[src/rtl/running_integrator.sv]
// running_integrator
//   Discrete-time integrator: result[n] = result[n-1] + slope[n].
//   The first sample after reset/clear is a priming dummy and is discarded.
//   Supports a seed load, signed saturation and a saturating sample counter.
//
// Parameters
//   W       data width of slope/load_value/result (two's complement)
//   CW      width of sample_count
//   STICKY  1: overflow enters FAULT and freezes; 0: clamp and keep integrating
//
// Ports
//   clk           sample clock (posedge)
//   reset         asynchronous active-high reset
//   clear         synchronous clear to IDLE, all values zero
//   load          synchronous seed strobe, loads load_value and enters RUN
//   load_value    seed value (signed)
//   slope         signed difference sample
//   slope_valid   qualifies slope for one cycle
//   result        integrated value (registered)
//   result_valid  one-cycle pulse when result was updated by a sample
//   saturated     sticky overflow flag
//   sample_count  integrated samples since clear/load/reset (saturating)
//   busy          registered (state == RUN)
//   state_dbg     current FSM state, for observation only
//
// Handshake: slope_valid is a single-cycle qualifier with no back-pressure;
// every cycle it is high the sample is consumed, and result_valid pulses
// exactly one cycle later for each sample that was integrated.
module running_integrator #(
  parameter int W      = 64,
  parameter int CW     = 16,
  parameter int STICKY = 1
) (
  input  logic          clk,
  input  logic          reset,
  input  logic          clear,
  input  logic          load,
  input  logic [W-1:0]  load_value,
  input  logic [W-1:0]  slope,
  input  logic          slope_valid,
  output logic [W-1:0]  result,
  output logic          result_valid,
  output logic          saturated,
  output logic [CW-1:0] sample_count,
  output logic          busy,
  output logic [1:0]    state_dbg
);

  typedef enum logic [1:0] {
    S_IDLE  = 2'd0,
    S_RUN   = 2'd1,
    S_FAULT = 2'd2
  } state_t;

  state_t        state_q, state_d;
  logic [W-1:0]  acc_q, acc_d;
  logic          rv_q, rv_d;
  logic          sat_q, sat_d;
  logic [CW-1:0] cnt_q, cnt_d;
  logic          busy_q;

  logic [W:0]    sum;
  logic          ovf;
  logic [W-1:0]  clamp_val;
  logic [W-1:0]  next_acc;
  logic [CW-1:0] cnt_inc;

  // One guard bit: the two top bits disagree exactly when the signed add
  // leaves the W-bit range; the guard bit then carries the true sign.
  assign sum       = {acc_q[W-1], acc_q} + {slope[W-1], slope};
  assign ovf       = sum[W] ^ sum[W-1];
  assign clamp_val = sum[W] ? {1'b1, {(W-1){1'b0}}} : {1'b0, {(W-1){1'b1}}};
  assign next_acc  = ovf ? clamp_val : sum[W-1:0];
  assign cnt_inc   = (cnt_q == {CW{1'b1}}) ? cnt_q : cnt_q + CW'(1);

  always_comb begin
    state_d = state_q;
    acc_d   = acc_q;
    rv_d    = 1'b0;
    sat_d   = sat_q;
    cnt_d   = cnt_q;
    if (clear) begin
      state_d = S_IDLE;
      acc_d   = '0;
      sat_d   = 1'b0;
      cnt_d   = '0;
    end else if (load) begin
      // A slope_valid in the same cycle as load is intentionally dropped.
      state_d = S_RUN;
      acc_d   = load_value;
      sat_d   = 1'b0;
      cnt_d   = '0;
    end else if (slope_valid) begin
      case (state_q)
        S_IDLE: state_d = S_RUN;  // priming dummy sample, discarded
        S_RUN: begin
          acc_d = next_acc;
          rv_d  = 1'b1;
          cnt_d = cnt_inc;
          if (ovf) begin
            sat_d = 1'b1;
            if (STICKY != 0) state_d = S_FAULT;
          end
        end
        S_FAULT: state_d = S_FAULT;  // frozen at the clamp value
        default: state_d = S_IDLE;
      endcase
    end
  end

  always_ff @(posedge clk or posedge reset) begin
    if (reset) begin
      state_q <= S_IDLE;
      acc_q   <= '0;
      rv_q    <= 1'b0;
      sat_q   <= 1'b0;
      cnt_q   <= '0;
      busy_q  <= 1'b0;
    end else begin
      state_q <= state_d;
      acc_q   <= acc_d;
      rv_q    <= rv_d;
      sat_q   <= sat_d;
      cnt_q   <= cnt_d;
      busy_q  <= (state_d == S_RUN);
    end
  end

  // The accumulator is the result register; in FAULT it holds the clamp value.
  assign result       = acc_q;
  assign result_valid = rv_q;
  assign saturated    = sat_q;
  assign sample_count = cnt_q;
  assign busy         = busy_q;
  assign state_dbg    = state_q;

endmodule

[config.mk]
export PLATFORM = sky130hd
export DESIGN_NAME = running_integrator
export DESIGN_NICKNAME = d
export VERILOG_FILES = /design/src/rtl/running_integrator.sv
export SDC_FILE = /design/constraint.sdc
export NUM_CORES = 1
export LEC_CHECK = 0
export ABC_CLOCK_PERIOD_IN_PS = 4100
export BUFFER_PORTS_ARGS = -buffer_cell sky130_fd_sc_hd__clkbuf_2
export CORE_ASPECT_RATIO = 1.75
export CORE_MARGIN = 4
export CORE_UTILIZATION = 25
export CTS_CLUSTER_DIAMETER = 30
export DETAILED_ROUTE_END_ITERATION = 8
export HOLD_SLACK_MARGIN = 0.03
export PLACE_DENSITY = 0.42
export REMOVE_ABC_BUFFERS = 1
export SLEW_MARGIN = 20
export SYNTH_ARGS = -nofsm -noshare
export SYNTH_HDL_FRONTEND = slang
export SYNTH_SLANG_ARGS = --single-unit
[constraint.sdc]
create_clock -name clk -period 4.1 [get_ports clk]
set_input_delay 0.41 -clock clk [delete_from_list [all_inputs] [get_ports clk]]
set_output_delay 0.41 -clock clk [all_outputs]
set_load 0.005 [all_outputs]
After elaboration in Yosys (flattened, before gate mapping)
Cells that the tools add are included.
{ "op_classes": {"n_mux": 25, "reduce_logical": 7, "add_sub_neg": 2, "n_bitwise": 1, "eq_ne": 5} }
{ "ops": {"columns": ["operator", "count"], "rows": [
  ["two-way mux 64 bit", 6],
  ["two-way mux 16 bit", 5],
  ["adder 64 x 64 -> 65 bit", 1],
  ["adder 16 x 1 -> 16 bit, second input constant", 1],
  ["== test 16 bit, second input constant", 1],
  ["two-way mux 1 bit", 9],
  ["nonzero test 3 bit", 3],
  ["two-way mux 2 bit", 4],
  ["case mux 2 bit (3 select lines)", 1],
  ["AND reduction 3 bit", 2],
  ["== test 2 x 1 -> 1 bit, second input constant", 2],
  ["inequality test 3 bit, second input constant", 1],
  ["== test 2 bit, second input constant", 1],
  ["zero test 2 bit", 1],
  ["AND reduction 2 bit", 1],
  ["bitwise XOR 1 bit", 1]
]} }
{ "word_totals": {"ff_bits": 85, "wordCells": 46, "input_bits": 133, "out_inout_bits": 85} }

Depth between registers and ports, before layout
{ "logic_depth": {"word_depth": 8, "depth_mapped": 15, "mapped_depth_nobuf": 12} }

Worst setup path before layout
Ideal clock, no wire load.
{ "synth_timing": {"kind": "reg2reg", "from": "register acc_q[0] (netlist: result[0])", "to": "register acc_q[33] (netlist: result[33])", "required_time_ns": 4.008, "t_arrival_ns": 3.086, "setup_slack_ns": 0.922, "setup_ns": 0.092, "stages_incl_launch_ff": 14, "n_path_buf": 1, "period_less_slack_ns": 3.178, "cell_sequence": "dfrtp_1 > ha_1 > fa_1 > nand3_1 > a2111oi_2 > o2111ai_2 > a31oi_2 > o2111a_1 > nor2_1 > or4b_4 > o21ai_4 > nand3_4 > buf_6 > o31ai_2"} }
{ "synth_via": {"elab_chain_len": 7, "elab_cells_between_ends": 8, "classes_between": "add/sub: 1; mux: 6; bitwise: 1"} }
{ "synth_lines": {"columns": ["element", "line_no", "text"], "rows": [
  ["start, declared", "56", "logic [W-1:0] acc_q, acc_d;"],
  ["start signal, assigned", "114", "acc_q <= '0;"],
  ["start signal, assigned", "121", "acc_q <= acc_d;"],
  ["adder 64 x 64 -> 65 bit (*)", "70", "assign sum = {acc_q[W-1], acc_q} + {slope[W-1], slope};"],
  ["two-way mux 64 bit or bitwise XOR 1 bit (tied branches)", "72, 71", null],
  ["two-way mux 64 bit (*)", "73", "assign next_acc = ovf ? clamp_val : sum[W-1:0];"],
  ["two-way mux 64 bit (*)", "94", "case (state_q)"],
  ["two-way mux 64 bit (*)", "93", "end else if (slope_valid) begin"],
  ["two-way mux 64 bit (*)", "87", "end else if (load) begin"],
  ["two-way mux 64 bit (*)", "82", "if (clear) begin"]
]} }
Every way passes the cells marked *; elsewhere a longest branch is shown, timed or not. The select of a mux whose other input is x is not followed.
A chain may end at the register's enable or synchronous reset.

Worst setup path in the final report
{ "layout_timing": {"from": "register acc_q[0] (netlist: result[0])", "to": "register acc_q[10] (netlist: result[10])"} }
Same word-level chain as after synthesis.

==> results.sh <==
export IMPL_status="completed"
export IMPL_dr_pass1_iters=5
export IMPL_vdd_drop_max_uv=221.5
export IMPL_intPower_mw=2.449
export IMPL_ys_seq_area_share_pct=24.90
export IMPL_core_um2=33740
export IMPL_yosys_warnings=0
export IMPL_async_flop_share_pct=100.0
export IMPL_rsz0062_at_grt="false"
export IMPL_syn_to_final_growth_pct=22.79
export IMPL_timing_rr_end="result[10]"
export IMPL_cp_num_buf_inv=1
export IMPL_slew_headroom_pct=53.28
export IMPL_maxClockFrequency_ghz=0.2638
export IMPL_yosysTopAreaCellShare_pct=24.90
export IMPL_ios=218
export IMPL_vias=8849
export IMPL_tightest_slew_ns=0.7008
export IMPL_ys_seq_elements=85
export IMPL_grt_pass1_vias=9479
export IMPL_net_switching_power_mw=2.147
export IMPL_rows=89
export IMPL_die_h_um=252.5
export IMPL_cts_sinks=85
export IMPL_drive_gt1_share_pct=26.79
export IMPL_insertion_delay_ns=0.38
export IMPL_yosys_top_cells_area="dfrtp_1 (25%), ha_1 (9.5%), nor2_1 (7.3%)"
export IMPL_grt_ovfl_total=0
export IMPL_drt_iter0_drc=382
export IMPL_path_max_fanout=31
export IMPL_r2r_slack_ns=0.31
export IMPL_utilization_pct=31.09
export IMPL_period_needed_ns=3.790
export IMPL_pwr_share_seq_pct=24.3
export IMPL_grt_first_pass_wirelength_um=53060
export IMPL_ys_flop_type="dfrtp_1"
export IMPL_drc=0
export IMPL_yosysMostFrequentCell="nor2_1"
export IMPL_start_kind="register"
export IMPL_wl_per_cell_um=19.66
export IMPL_nNetsFinal=1493
export IMPL_leakage_nw=4.920
export IMPL_hold_class="in2async"
export IMPL_clock_power_share_pct=19.2
export IMPL_cts_root_buf="clkbuf_16"
export IMPL_start_util_pct=25.32
export IMPL_cts_tree="built"
export IMPL_antenna_found_initial=0
export IMPL_r2r_worst_path_cells=13
export IMPL_layout_setup_ws_ns=0.3098
export IMPL_setup_viol=0
export IMPL_crit_family="compound AO/OA/AOI/OAI gates"
export IMPL_crit_slowest_cell="a2111oi_2"
export IMPL_synth_common_cells="nor2_1 (167), nand2_1 (145), a21oi_1 (100)"
export IMPL_avgSynthCellArea_um2=7.838
export IMPL_timing_worst_setup_path_type="reg2reg"
export IMPL_numCtsBuffers=9
export IMPL_synth_cell_types=82
export IMPL_globalplace_congestion=0.8621
export IMPL_place_hpwl_um=28130
export IMPL_clk_pin_slew_ns=0.08
export IMPL_cts_htree_levels=3
export IMPL_viasPerCell=5.045
export IMPL_port_buffers=217
export IMPL_p_sw_share_pct=46.71
export IMPL_grt_max_degree=48
export IMPL_crit_path_end_kind="register"
export IMPL_critPathMaxStageDelay_ns=0.49
export IMPL_cts_buffer_depth=2
export IMPL_drv_cap=0
export IMPL_wirelength_um=34480
export IMPL_antenna_left=0
export IMPL_grtUsageTotal_pct=18.41
export IMPL_combPwrFrac_pct=56.5
export IMPL_r2r_start="result[0]"
export IMPL_critical_path_required_ns=4.40
export IMPL_synth_cells=1090
export IMPL_hold_viol=0
export IMPL_die_area_um2=37310
export IMPL_crit_end="result[10]"
export IMPL_syn_area_um2=8543
export IMPL_fin_tns_setup_ns=0
export IMPL_die_x_um=147.7
export IMPL_crit_start="result[0]"
export IMPL_fillers=3724
export IMPL_place_ws_ns=0.1921
export IMPL_fin_crit_sh_pct=92.44
export IMPL_drv_slew=0
export IMPL_synth_edf_count=0
export IMPL_path_depth=13
export IMPL_cp_cell_sequence="ha_1 -> fa_1 -> nand3_1 -> a2111oi_2 -> o2111ai_2 -> a31oi_2 -> o2111a_1 -> o21ai_1 -> a211oi_2 -> a221o_2 -> buf_4 -> nor2_1 -> o31ai_2"
export IMPL_diodes=0
export IMPL_yosys_area_top_type="dfrtp_1"
export IMPL_cp_arrival_ns=4.09
export IMPL_finalClockSkew_ns=0.01255
export IMPL_p_per_area_nw_per_um2=438.2
-- worst min path at each step --
stage | to | cells past startpoint | slack (ns)
final | result[8] | 3 | 0.12
after floorplan | busy | 1 | 0.47
after global routing | result[7] | 3 | 0.18
after CTS | result[7] | 3 | 0.14
after global placement | result[57] | 2 | 0.50
after detailed placement | result[30] | 2 | 0.51
-- kinds of logic after synthesis --
family / synth area share [%]
buffers and inverters: 3.998
DFF: 24.90
muxes: 0.7323
adders and majority gates: 9.754
AOI/OAI and AO/OA: 32.07
and+or+nand+nor: 23.21
xor gates and xnor gates: 5.331
-- sequential cells by signal, indices dropped and copies added (netlist names) --
signal	count
state_dbg	2
busy	1
result	64
saturated	1
result_valid	1
sample_count	16
-- power groups by stage --
stage | clock [mW] | sequential, mW | combinational, mW
global placement | 0 | 1.13 | 2.61
CTS | 0.913 | 1.12 | 2.63
floorplan | 0 | 1.10 | 1.72
finish | 0.884 | 1.12 | 2.60
global route | 0.936 | 1.14 | 2.87
detailed placement | 0 | 1.14 | 2.62
-- repair_timing --
| action | CTS | global route |
|---|---|---|
| gates resized for setup | 0 | 0 |
| endpoints found under the setup margin | 0 | 1 |
| hold buffers | 0 | 0 |
| setup buffers | 0 | 1 |
-- layout make-up --
class	count	area [µm²]	area share, %
inverters	22	83.83	0.7991
flip-flops and latches	85	2127	20.28
multi-input cells	929	6083	57.99
well taps	455	569.3	5.427
repair buffers	247	1324	12.62
clock buffers	9	225.2	2.147
clock inverters	7	77.57	0.7395
-- placed cells by master, fill, tap and decap left out, types with 5 or more instances in the layout --
cell type / netlist / final
buf_4: 0 / 29
o21ai_1: 7 / 7
nor2_1: 167 / 166
a31oi_1: 5 / 5
nand4_1: 17 / 17
o21ai_0: 71 / 71
and4_1: 5 / 5
o31ai_1: 10 / 10
o21bai_1: 10 / 10
o21a_1: 13 / 13
and2_1: 9 / 9
and3_1: 14 / 14
or3_1: 5 / 5
dfrtp_1: 85 / 85
clkbuf_16: 0 / 9
a221oi_1: 8 / 8
ha_1: 65 / 65
a21o_1: 24 / 24
or2_2: 8 / 8
nor3_1: 17 / 17
nand3_1: 14 / 14
xor2_1: 20 / 20
a21oi_1: 100 / 100
o211ai_1: 10 / 10
inv_1: 21 / 20
nand2b_1: 13 / 13
nand2_1: 145 / 145
a32o_1: 7 / 7
a21boi_0: 6 / 6
a211oi_1: 6 / 6
clkbuf_2: 0 / 217
xnor2_1: 32 / 32
o31ai_2: 45 / 45
-- through the flow --
stage	hold slack [ns]	total power [mW]	cell area, µm²	instances
floorplan	0.4731	2.824	8284	1036
global placement	0.5022	3.749	10180	1737
detailed placement	0.5124	3.754	10180	1737
CTS	0.1418	4.663	10480	1753
global route	0.1821	4.948	10490	1754
finish	0.1202	4.596	10490	1754
-- worst register-to-register path: stages, from the launching register on --
cell and delay, ns:
dfrtp_1 0.43, ha_1 0.24, fa_1 0.24, nand3_1 0.12, a2111oi_2 0.50, o2111ai_2 0.18
a31oi_2 0.24, o2111a_1 0.23, o21ai_1 0.12, a211oi_2 0.38, a221o_2 0.24, buf_4 0.39
nor2_1 0.18, o31ai_2 0.23
-- routing by layer --
metal  track usage [%]  share of wire, %
met1             18.85                37
met2             37.50                58
met3             2.637               3.6
met4             5.785               2.3
met5                 0                 0
No activity file was read; power rests on OpenSTA's default activity.
